`src/rtl/game_flow_pkg.sv`:
```
// Shared types and helpers for the frame-level game flow scheduler.
// State encoding is visible on gameState, so values are fixed.
package game_flow_pkg;

  localparam int P_ROCKETS = 2;
  localparam int A_ROCKETS = 3;

  typedef enum logic [2:0] {
    IDLE = 3'd0,
    PLAY = 3'd1,
    HIT  = 3'd2,
    OVER = 3'd3,
    WIN  = 3'd4
  } game_state_t;

  function automatic logic [3:0] popcount(input logic [7:0] v);
    logic [3:0] n;
    n = '0;
    for (int i = 0; i < 8; i++) n = n + {3'b000, v[i]};
    return n;
  endfunction

endpackage

```
`src/rtl/collision_sticky_latch.sv`:
```
// Sticky capture of per-pixel events plus the once-per-frame commit pulse.
// On commit the held bits become the pulse and the same cycle's events reload.
module collision_sticky_latch #(
  parameter int W = 2
) (
  input  logic         clk,
  input  logic         resetN,
  input  logic         capture,
  input  logic         commit,
  input  logic         clear,
  input  logic [W-1:0] events,
  output logic [W-1:0] held,
  output logic [W-1:0] pulse
);

  always_ff @(posedge clk or negedge resetN) begin
    if (!resetN) begin
      held  <= '0;
      pulse <= '0;
    end else if (clear) begin
      held  <= '0;
      pulse <= '0;
    end else begin
      pulse <= commit ? held : '0;
      if (commit)
        held <= events;
      else if (capture)
        held <= held | events;
    end
  end

endmodule

```
`src/rtl/game_flow_scheduler.sv`:
```
// Frame-level game sequencer: commits collision stickies once per frame,
// runs the play/hit/over/win state machine and owns the lives counter.
module game_flow_scheduler
  import game_flow_pkg::*;
#(
  parameter int INIT_LIVES        = 3,
  parameter int HIT_FREEZE_FRAMES = 60,
  parameter int POINTS_PER_ALIEN  = 10
) (
  input  logic                 clk,
  input  logic                 resetN,
  input  logic                 startOfFrame,
  input  logic                 startGame,
  input  logic [P_ROCKETS-1:0] alienHit,
  input  logic                 playerHitByAlienPulse,
  input  logic [A_ROCKETS-1:0] playerHitByRocket,
  input  logic [P_ROCKETS-1:0] p_rocketsCollision,
  input  logic [A_ROCKETS-1:0] a_rocketsCollision,
  input  logic                 aliensReachedBorder,
  input  logic                 allAliensDead,
  output logic [P_ROCKETS-1:0] p_rocketKill,
  output logic [A_ROCKETS-1:0] a_rocketKill,
  output logic [P_ROCKETS-1:0] alienKill,
  output logic [7:0]           scoreAdd,
  output logic                 scoreValid,
  output logic [1:0]           lives,
  output logic [2:0]           gameState,
  output logic                 freeze
);

  localparam logic [1:0] LIVES_LOAD = 2'(INIT_LIVES);
  localparam logic [7:0] HIT_LOAD   = 8'(HIT_FREEZE_FRAMES);
  localparam logic [9:0] PTS        = 10'(POINTS_PER_ALIEN);

  game_state_t state;
  logic [7:0]  cnt;
  logic        border_s;
  logic        phit_s;

  logic                 play;
  logic                 commit;
  logic                 clear;
  logic                 phit_now;
  logic [9:0]           pts;
  logic [7:0]           score_sat;
  logic [P_ROCKETS-1:0] alien_held;
  logic [P_ROCKETS-1:0] p_held_unused;
  logic [A_ROCKETS-1:0] a_held_unused;

  assign play     = (state == PLAY);
  assign commit   = play && startOfFrame;
  assign phit_now = playerHitByAlienPulse || (|playerHitByRocket);
  assign clear    = ((state == IDLE || state == OVER || state == WIN)
                     && startGame)
                 || (state == HIT && startOfFrame && cnt <= 8'd1);

  assign pts       = 10'(popcount(8'(alien_held))) * PTS;
  assign score_sat = (pts > 10'd255) ? 8'hff : pts[7:0];
  assign gameState = state;

  collision_sticky_latch #(.W(P_ROCKETS)) u_alien (
    .clk     (clk),
    .resetN  (resetN),
    .capture (play),
    .commit  (commit),
    .clear   (clear),
    .events  (alienHit),
    .held    (alien_held),
    .pulse   (alienKill)
  );

  // A player rocket dies on a rocket-rocket hit or when it kills an alien.
  collision_sticky_latch #(.W(P_ROCKETS)) u_prkt (
    .clk     (clk),
    .resetN  (resetN),
    .capture (play),
    .commit  (commit),
    .clear   (clear),
    .events  (p_rocketsCollision | alienHit),
    .held    (p_held_unused),
    .pulse   (p_rocketKill)
  );

  collision_sticky_latch #(.W(A_ROCKETS)) u_arkt (
    .clk     (clk),
    .resetN  (resetN),
    .capture (play),
    .commit  (commit),
    .clear   (clear),
    .events  (a_rocketsCollision | playerHitByRocket),
    .held    (a_held_unused),
    .pulse   (a_rocketKill)
  );

  always_ff @(posedge clk or negedge resetN) begin
    if (!resetN) begin
      state      <= IDLE;
      lives      <= LIVES_LOAD;
      freeze     <= 1'b0;
      cnt        <= '0;
      border_s   <= 1'b0;
      phit_s     <= 1'b0;
      scoreAdd   <= '0;
      scoreValid <= 1'b0;
    end else begin
      scoreAdd   <= '0;
      scoreValid <= 1'b0;
      unique case (state)
        IDLE, OVER, WIN: begin
          freeze <= 1'b1;
          if (startGame) begin
            state    <= PLAY;
            lives    <= LIVES_LOAD;
            freeze   <= 1'b0;
            border_s <= 1'b0;
            phit_s   <= 1'b0;
          end
        end
        PLAY: begin
          if (startOfFrame) begin
            border_s   <= aliensReachedBorder;
            phit_s     <= phit_now;
            scoreAdd   <= score_sat;
            scoreValid <= (score_sat != 8'd0);
            if (border_s) begin
              state  <= OVER;
              lives  <= 2'd0;
              freeze <= 1'b1;
            end else if (phit_s) begin
              freeze <= 1'b1;
              if (lives <= 2'd1) begin
                lives <= 2'd0;
                state <= OVER;
              end else begin
                lives <= lives - 2'd1;
                state <= HIT;
                cnt   <= HIT_LOAD;
              end
            end else if (allAliensDead) begin
              state  <= WIN;
              freeze <= 1'b1;
            end
          end else begin
            border_s <= border_s | aliensReachedBorder;
            phit_s   <= phit_s | phit_now;
          end
        end
        HIT: begin
          freeze <= 1'b1;
          if (startOfFrame) begin
            if (cnt <= 8'd1) begin
              state    <= PLAY;
              freeze   <= 1'b0;
              border_s <= 1'b0;
              phit_s   <= 1'b0;
            end else begin
              cnt <= cnt - 8'd1;
            end
          end
        end
        default: begin
          state  <= IDLE;
          freeze <= 1'b1;
        end
      endcase
    end
  end

endmodule

```
`config.mk`:
```
export PLATFORM = sky130hd
export DESIGN_NAME = game_flow_scheduler
export DESIGN_NICKNAME = d
export VERILOG_FILES = /design/src/rtl/game_flow_pkg.sv /design/src/rtl/collision_sticky_latch.sv /design/src/rtl/game_flow_scheduler.sv
export SDC_FILE = /design/constraint.sdc
export NUM_CORES = 1
export LEC_CHECK = 0
export ABC_AREA = 0
export ABC_CLOCK_PERIOD_IN_PS = 3400
export BUFFER_PORTS_ARGS = -buffer_cell sky130_fd_sc_hd__buf_2
export CAP_MARGIN = 0
export CORE_MARGIN = 2
export CORE_UTILIZATION = 60
export CTS_BUF_LIST = sky130_fd_sc_hd__clkbuf_8
export DETAILED_ROUTE_END_ITERATION = 12
export PLACE_DENSITY_LB_ADDON = 0.05
export SYNTH_ARGS = -nofsm -noshare
export SYNTH_HDL_FRONTEND = slang
export SYNTH_SLANG_ARGS = --single-unit
export TNS_END_PERCENT = 10
```
`constraint.sdc`:
```
create_clock -name clk -period 3.4 [get_ports clk]
set_input_delay 0.51 -clock clk [delete_from_list [all_inputs] [get_ports clk]]
set_output_delay 0.51 -clock clk [all_outputs]
set_load 0.02 [all_outputs]
```
==> summary.txt, run 1 <==
Worst setup path
  – Crit path from: cnt[0]
  – Setup crit end kind: register
  – Worst-path cell chain: inv_1, ha_1, or2_2, a31o_1, o41ai_1, o31ai_1
  – CP endpoint: cnt[3]
  – CP Launch Type: register
  – Instance count on the critical path: 6
  – Family with the most delay on the worst path: compound AO/OA/AOI/OAI gates
  – Slowest-stage cell, CP: dfrtp_1
  – Crit path DAT: 2.09 ns
  – Setup CP Type: reg2reg
  – Reg2Reg Depth: 6
  – Worst r2r dst: cnt[3]
  – Crit path max fanout: 6
  – Max incr delay on CP: 0.45 ns
  – Critical path buffer and inverter count: 1
  – Worst reg2reg setup slack: 1.46 ns
  – Critical Path RT: 3.55 ns
  – Worst r2r src: cnt[0]

Synth
  – Dominant synthesized flop cell: dfrtp_1
  – Netlist cell types: 48
  – Synth area leader: dfrtp_1
  – Synth Area in Compound Gates: 0.1883
  – Mean Syn Cell Area: 11.02 um^2
  – Main combinational cell family by area after synthesis: simple AND/OR/NAND/NOR gates
  – Register bit total from synthesis: 33
  – Multiplexer share of the synthesized area: 0.02711
  – Post-Synth XOR/XNOR Area: 0
  – Synth Area in Simple Gates: 0.2088
  – Syn Inst Count: 155
  – Synth Area in Adders: 0.02930
  – Dominant cells by area after synthesis: dfrtp_1, o2bb2ai_1, nor2_1
  – Ys Warns: 0
  – Mapped Area: 0.001708 mm^2
  – Number of synthesized flops with an enable pin: 0
  – Sequential area share after synthesis: 0.4850
  – Ys async rst share: 1.000
  – Top cell type's share of synthesized area: 0.4542

Clocking
  – CTS root buffer: clkbuf_8
  – Clock Latency Late Sink: 0.29 ns
  – Post-CTS setup buffer count: 0
  – CTS sink cnt: 33
  – Post-cts hold buffer count: 0
  – CTS tree: done
  – Clk buf depth: 2
  – H-tree levels: 2
  – CTS clk-pin slew, worst paths: 0.07 ns
  – TritonCTS Buffers: 5
  – Cts repair resizes: 0

Placed design
  – Port Buffer Count: 34
  – GP Congestion: 0.8273
  – Final HPWL from detailed placement: 2363 um
  – Dpl ws: 1.492 ns

Routing
  – DRT Wirelength: 3292 um
  – DR vias: 1312
  – Initial drt markers: 52
  – Drc violations: 0
  – Via density: 5.937
  – Final ANT Viol Nets: 0
  – First-pass DRT Iterations: 4
  – WL/cell: 14.90 um

Cells and area
  – Layout cells sized above 1: 0.2947
  – # diodes: 0
  – Commonest non-fill, non-tap cells in the layout: buf_2, dfrtp_1, nor2_1
  – Layout Nets: 210
  – Most common cell after layout, fill and taps aside: buf_2
  – Area delta synth->final: 13.11%

STA
  – Worst slew pin tran: 0.6969 ns
  – Post-layout min period: 1.944 ns
  – Final Max Tran Viols: 0
  – Worst setup margin: 1.456 ns
  – Unrepaired setup endpoints after global routing: false
  – Period utilization: 0.5719
  – Worst slew margin: 0.5354
  – Clk_skew: 0.006441 ns
  – # setup viols final: 0
  – Max Fclk: 0.5143 GHz
  – Setup TNS: 0 ns
  – Final Hold Viols: 0

Die
  – Die area: 0.003289 mm^2
  – Core footprint: 0.002734 mm^2
  – DIE WIDTH: 57.35 um
  – Io pins: 39
  – Rows: 19
  – Initial Util: 0.6247
  – Die span in y: 57.35 um

Global route
  – Vias in the first global route: 1154
  – Initial antenna violation count: 0
  – Largest net degree at the start of global routing: 34
  – Global-route wire length before repair: 5444 um
  – Total track usage: 0.2226
  – Overflow after GRT: 0

Run status
  – Status: finished, final reports clean

Power
  – Switching part of the total: 0.4282
  – Maximum VDD drop: 0.6879 mV
  – Internal cell power: 1.027 mW
  – Leakage: 0.8925 nW
  – Sequential power share: 0.413
  – Pwr/cell area: 930.2 mW/mm^2
  – Part of the power in combinational logic: 0.427
  – Clock power share: 0.160
  – Net switching power: 0.7695 mW

Min path
  – Worst hold path type: in2async

Job
  – Max_cap viols: 0
## worst reg2reg max path, delay by kind of cell (launching register included)
kind	cells	cell delay, ns
fa+ha+maj	1	0.24
flops	1	0.45
buf+inv	1	0.07
simple gates	1	0.34
compound gates	3	0.71
## cell type report
class | count | area [um^2]
inverters | 5 | 18.77
flip-flops and latches | 33 | 828.3
fillers | 201 | 802.0
multi-input cells | 110 | 789.5
well taps | 31 | 38.79
clock inverters | 3 | 17.52
repair buffers | 34 | 170.2
clock buffers | 5 | 68.82
## sequential cells by signal (all words and copies together), names as in the netlist
register and cells:
u_alien.pulse 2, gameState 3, scoreAdd 2, lives 2
u_arkt.held 3, scoreValid 1, u_arkt.pulse 3, freeze 1
cnt 8, u_alien.held 2, phit_s 1, border_s 1
u_prkt.held 2, u_prkt.pulse 2
## how the worst min path moves through the flow
stage	startpoint	to	slack, ns	depth (start not counted)
2_1_floorplan	resetN	border_s	0.21	0
3_3_place_gp	u_prkt.held[1]	u_prkt.pulse[1]	0.46	1
3_5_place_dp	u_arkt.held[1]	u_arkt.held[1]	0.47	1
4_1_cts	resetN	u_prkt.pulse[1]	0.29	1
5_1_grt	resetN	cnt[6]	0.34	1
6_report	resetN	cnt[2]	0.26	1
## routing by layer
metal	part of all wire	wire length, um	track usage
met4	0.016	52	0.07973
met1	0.48	1579	0.3122
met3	0.055	180	0.06122
met5	0	0	0
met2	0.45	1480	0.3344
## power groups by stage
stage	clock, mW	combinational (mW)	sequential [mW]
CTS	0.291	0.770	0.738
floorplan	0	0.586	0.749
global route	0.309	0.843	0.765
finish	0.288	0.767	0.743
global placement	0	0.748	0.730
detailed placement	0	0.763	0.741
## cell usage after synthesis, types with 5 or more instances
cell type,n
dfrtp_1,31
a21oi_1,5
nand2_1,6
o2bb2ai_1,8
and2_1,7
o31ai_1,5
buf_4,6
inv_1,5
nor3_1,7
nor2_1,15
## per-stage QoR
| stage | cell area [um^2] | hold slack (ns) | std cells | power, mW | util |
|---|---|---|---|---|---|
| global placement | 1846 | 0.4612 | 213 | 1.478 | 0.6751 |
| CTS | 1932 | 0.2881 | 221 | 1.798 | 0.7066 |
| global route | 1932 | 0.3445 | 221 | 1.916 | 0.7066 |
| detailed placement | 1846 | 0.4663 | 213 | 1.504 | 0.6751 |
| floorplan | 1719 | 0.2144 | 158 | 1.336 | - |
| finish | 1932 | 0.2645 | 221 | 1.797 | 0.7066 |
## logic make-up after synthesis
family | after synthesis
other cells | 1
flops | 33
simple gates | 59
fa+ha+maj | 4
mux | 4
compound gates | 39
buf+inv | 15
No activity file was read; power rests on OpenSTA's default activity.
==> run 2, diff against run 1 <==
- ABC_CLOCK_PERIOD_IN_PS: 3400 -> 1700
- CORE_UTILIZATION: 60 -> 50
- clock period: 3.4 -> 1.7 ns (I/O delays scaled with it)
==> run 2 against run 1 <==
Compared with the run above:
- die area is 19% higher
- register-to-register slack worse by 1.4 ns
- critical path type unchanged
- sequential power is 98% higher
- setup slack worse by 1.4 ns
- via count is 2.7% higher
- clock skew is 0.00086 ns higher
- sequential share of layout area is 4.1 points lower
- largest cell class is now multi-input gates
==> summary.txt, run 2 (same netlist as run 1, synthesis figures left out) <==
Routing
  – First-pass DRT Iterations: 4
  – WL/cell: 13.86 um
  – Final ANT Viol Nets: 0
  – Initial drt markers: 41
  – Drc violations: 0
  – DR vias: 1348
  – Via density: 5.414
  – DRT Wirelength: 3450 um

Die
  – Rows: 21
  – DIE WIDTH: 62.45 um
  – Io pins: 39
  – Initial Util: 0.5159
  – Die span in y: 62.45 um
  – Die area: 0.003899 mm^2
  – Core footprint: 0.003311 mm^2

Power
  – Pwr/cell area: 1901 mW/mm^2
  – Maximum VDD drop: 0.8698 mV
  – Leakage: 0.9932 nW

Worst setup path
  – Critical Path RT: 1.87 ns
  – Crit path DAT: 1.85 ns
  – CP Launch Type: register
  – Setup CP Type: reg2reg
  – Crit path max fanout: 8
  – Setup crit end kind: register

STA
  – Unrepaired setup endpoints after global routing: true
  – Clk_skew: 0.007298 ns
  – Worst slew pin tran: 0.7198 ns
  – Period utilization: 0.9917
  – Setup TNS: 0 ns
  – Worst slew margin: 0.5202
  – Post-layout min period: 1.686 ns
  – Final Hold Viols: 0
  – Final Max Tran Viols: 0
  – Worst setup margin: 0.01419 ns
  – # setup viols final: 0
  – Max Fclk: 0.5932 GHz

Global route
  – Initial antenna violation count: 0
  – Largest net degree at the start of global routing: 34
  – Vias in the first global route: 1283
  – Overflow after GRT: 0
  – Total track usage: 0.1981
  – Global-route wire length before repair: 6072 um

Clocking
  – Clock Latency Late Sink: 0.28 ns
  – Post-cts hold buffer count: 0
  – CTS root buffer: clkbuf_8
  – TritonCTS Buffers: 5
  – CTS sink cnt: 33
  – H-tree levels: 2
  – Clk buf depth: 2
  – CTS clk-pin slew, worst paths: 0.07 ns
  – CTS tree: done
  – Post-CTS setup buffer count: 0

Cells and area
  – Area delta synth->final: 25.49%
  – Max reg flops: 8
  – Commonest non-fill, non-tap cells in the layout: buf_2, dfrtp_1, nor2_1
  – Fillers: 290
  – Design Area, Final: 0.002143 mm^2
  – Reg with most FFs: cnt
  – # diodes: 0
  – Layout Nets: 223
  – Most common cell after layout, fill and taps aside: buf_2
  – Layout cells sized above 1: 0.3695
  – Post-Layout Cell Count: 249

Placed design
  – Port Buffer Count: 34
  – Dpl ws: -0.02833 ns
  – Post-placement cell count: 241
  – Final HPWL from detailed placement: 2572 um
  – GP Congestion: 0.8180
  – DP Area: 0.001973 mm^2

Job
  – Max_cap viols: 0

Min path
  – Worst hold path type: in2async

Run status
  – Status: finished, final reports clean
-- run 2: changes by cell type in the layout (fill, tap and decap cells not counted), sizes merged --
| cell | before | now |
|---|---|---|
| clkbuf | 5 | 6 |
| clkinvlp | 1 | 0 |
| clkinv | 2 | 0 |
| inv | 5 | 6 |
| buf | 34 | 47 |
| bufinv | 0 | 1 |
-- run 2: where the power goes --
group / total, mW / switching, mW / leakage [nW] / internal [mW]
combinational: 1.86 / 0.982 / 0.525 / 0.881
clock: 0.747 / 0.275 / 0.0626 / 0.471
sequential: 1.47 / 0.341 / 0.405 / 1.12
total: 4.08 / 1.60 / 0.993 / 2.48
-- run 2: metal layers --
metal | wire length, um | vias to the layer above | share of wire | GRT usage
li1 | - | 650 | - | -
met1 | 1588 | 656 | 0.46 | 0.2764
met2 | 1642 | 36 | 0.48 | 0.3038
met3 | 165 | 6 | 0.048 | 0.03243
met4 | 53 | 0 | 0.015 | 0.09167
met5 | 0 | - | 0 | 0
-- run 2: critical path: stages (launching register included) --
cell	delay [ns]
dfrtp_1	0.39
inv_1	0.10
ha_4	0.18
or2_4	0.27
a31oi_4	0.22
a31oi_4	0.09
mux2_4	0.33
-- run 2: final timing paths --
check                                  to  slack, ns                 from  depth (start not counted)
max                                cnt[1]       0.01               cnt[0]                          6
min in group clk                 border_s       0.20  aliensReachedBorder                          2
min                                cnt[7]       0.02               resetN                          1
min reg2reg                u_arkt.held[0]       0.49       u_arkt.held[0]                          1
max in group asynchronous          cnt[2]       1.17               resetN                          1
max reg2reg                        cnt[1]       0.01               cnt[0]                          6
-- run 2: area by class of cell --
cell class / count / area, um^2 / share of cell area
flip-flops and latches: 33 / 830.8 / 0.3876
well taps: 46 / 57.56 / 0.02685
clock buffers: 6 / 82.58 / 0.03853
inverters: 5 / 18.77 / 0.008757
multi-input cells: 110 / 852.1 / 0.3975
repair buffers: 47 / 267.8 / 0.1249
clock inverters: 2 / 33.78 / 0.01576
-- run 2: through the flow --
stage                     hold slack (ns)    util  power [mW]
after floorplan                  -0.04059       -       2.702
after global placement             0.3385  0.5960       3.169
after detailed placement           0.3540  0.5960       3.223
after CTS                         0.04566  0.6319       3.996
after global routing              0.08239  0.6474       4.383
final                             0.01981  0.6474       4.075
-- run 2: repair_timing --
item / CTS / global route
gates resized for setup: 1 / 10
endpoints found under the setup margin: 4 / 14
gates cloned: 0 / 0
pin swaps: 0 / 2
==> run 3, diff against run 2 <==
- CORE_UTILIZATION: 50 -> 40
==> run 3 against run 2 <==
Compared with the run above:
- design area decreased by 0.82%
- highest routed layer unchanged
- die area increased by 23%
- wire length increased by 7.9%
- via count increased by 1.5%
- setup slack improved by 0.054 ns
- first-iteration DRC count increased by 56%
- sequential share of layout area increased by 0.32 points
- clock power decreased by 22%
- largest power group unchanged
- core utilization decreased by 12 points
==> summary.txt, run 3 (same netlist as run 1, synthesis figures left out) <==
Run status
  – Status: finished, final reports clean

Power
  – Clock power share: 0.147
  – Sequential power share: 0.364
  – Part of the power in combinational logic: 0.489
  – Maximum VDD drop: 0.7510 mV
  – Switching part of the total: 0.4149
  – Power Total: 3.948 mW
  – Leakage: 0.9803 nW
  – Pwr/cell area: 1857 mW/mm^2
  – Internal cell power: 2.310 mW
  – Net switching power: 1.638 mW

STA
  – Setup TNS: 0 ns
  – Unrepaired setup endpoints after global routing: true
  – # setup viols final: 0
  – Worst setup margin: 0.06827 ns
  – Final Max Tran Viols: 0
  – Worst slew margin: 0.5208
  – Period utilization: 0.9598
  – Post-layout min period: 1.632 ns
  – Max Fclk: 0.6128 GHz
  – Final Hold Viols: 0
  – Worst slew pin tran: 0.7188 ns
  – Clk_skew: 0.003272 ns

Worst setup path
  – Critical path buffer and inverter count: 0
  – Family with the most delay on the worst path: simple AND/OR/NAND/NOR gates
  – Reg2Reg Depth: 4
  – Max incr delay on CP: 0.46 ns
  – CP Launch Type: register
  – Setup CP Type: reg2reg
  – Critical Path RT: 1.87 ns
  – Crit path max fanout: 9
  – Setup crit end kind: register
  – Instance count on the critical path: 4
  – Crit path DAT: 1.80 ns
  – Slowest-stage cell, CP: dfrtp_2
  – Worst-path cell chain: or3_1, nor4_4, a211oi_4, a22o_1

Routing
  – Drc violations: 0
  – Initial drt markers: 64
  – Final ANT Viol Nets: 0
  – DRT Wirelength: 3722 um
  – First-pass DRT Iterations: 4
  – WL/cell: 14.54 um
  – Via density: 5.344
  – DR vias: 1368

Cells and area
  – # diodes: 0
  – Area delta synth->final: 24.47%
  – Most common cell after layout, fill and taps aside: buf_2
  – Max reg flops: 8
  – Post-Layout Cell Count: 256
  – Reg with most FFs: cnt
  – Final Core Density: 0.5239
  – Layout Nets: 226
  – Layout cells sized above 1: 0.3932
  – Commonest non-fill, non-tap cells in the layout: buf_2, dfrtp_1, buf_4

Global route
  – Overflow after GRT: 0
  – Total track usage: 0.1659
  – Global-route wire length before repair: 6320 um
  – Initial antenna violation count: 0
  – Largest net degree at the start of global routing: 34
  – Vias in the first global route: 1366

Clocking
  – Clock Latency Late Sink: 0.28 ns
  – CTS sink cnt: 33
  – Post-cts hold buffer count: 0
  – TritonCTS Buffers: 5
  – Clk buf depth: 2
  – CTS root buffer: clkbuf_8
  – H-tree levels: 2
  – CTS clk-pin slew, worst paths: 0.07 ns
  – CTS tree: done

Placed design
  – Port Buffer Count: 34
  – GP Congestion: 0.8081
  – Final HPWL from detailed placement: 2759 um
  – Post-placement cell count: 247
  – Dpl ws: -0.03410 ns

Die
  – DIE WIDTH: 69.35 um
  – Die area: 0.004809 mm^2
  – Core footprint: 0.004058 mm^2
  – Die span in y: 69.35 um
  – Io pins: 39
  – Initial Util: 0.4209
  – Rows: 23

Job
  – Max_cap viols: 0

Min path
  – Worst hold path type: in2async
-- run 3: power groups by stage --
stage | Sequential, mW | Combinational [mW] | Clock (mW)
finish | 1.44 | 1.93 | 0.582
detailed placement | 1.42 | 1.84 | 0
global placement | 1.41 | 1.81 | 0
CTS | 1.41 | 1.87 | 0.606
global route | 1.49 | 2.12 | 0.641
floorplan | 1.50 | 1.20 | 0
-- run 3: layout make-up --
type | count | area (um^2)
clock buffers | 5 | 68.82
clock inverters | 3 | 17.52
fillers | 379 | 1932
inverters | 5 | 18.77
multi-input cells | 110 | 837.1
flip-flops and latches | 33 | 830.8
well taps | 50 | 62.56
repair buffers | 50 | 290.3
-- run 3: path summary, 6_finish.rpt --
path	startpoint	slack, ns	endpoint
min	resetN	0.02	cnt[5]
max reg2reg	cnt[3]	0.07	border_s
min in group clk	alienHit[1]	0.22	u_alien.held[1]
min reg2reg	u_arkt.held[1]	0.48	u_arkt.pulse[1]
max	cnt[3]	0.07	border_s
max in group asynchronous	resetN	1.18	cnt[2]
-- run 3: through the flow --
| stage | hold slack, ns | cell area [um^2] |
|---|---|---|
| floorplan | -0.04059 | 1730 |
| global placement | 0.3512 | 1993 |
| detailed placement | 0.3657 | 1993 |
| CTS | 0.05875 | 2087 |
| global route | 0.08722 | 2126 |
| finish | 0.01992 | 2126 |
-- run 3: what timing repair did --
| action | in CTS | in global routing |
|---|---|---|
| pin swaps | 1 | 1 |
| resized for setup | 0 | 11 |
| setup buffers | 1 | 0 |
| endpoints found under the setup margin | 4 | 15 |
-- run 3: per-layer routing --
layer | track usage | vias up | part of all wire
li1 | - | 655 | -
met1 | 0.2167 | 666 | 0.47
met2 | 0.2628 | 40 | 0.46
met3 | 0.04360 | 7 | 0.052
met4 | 0.06536 | 0 | 0.018
met5 | 0 | - | 0
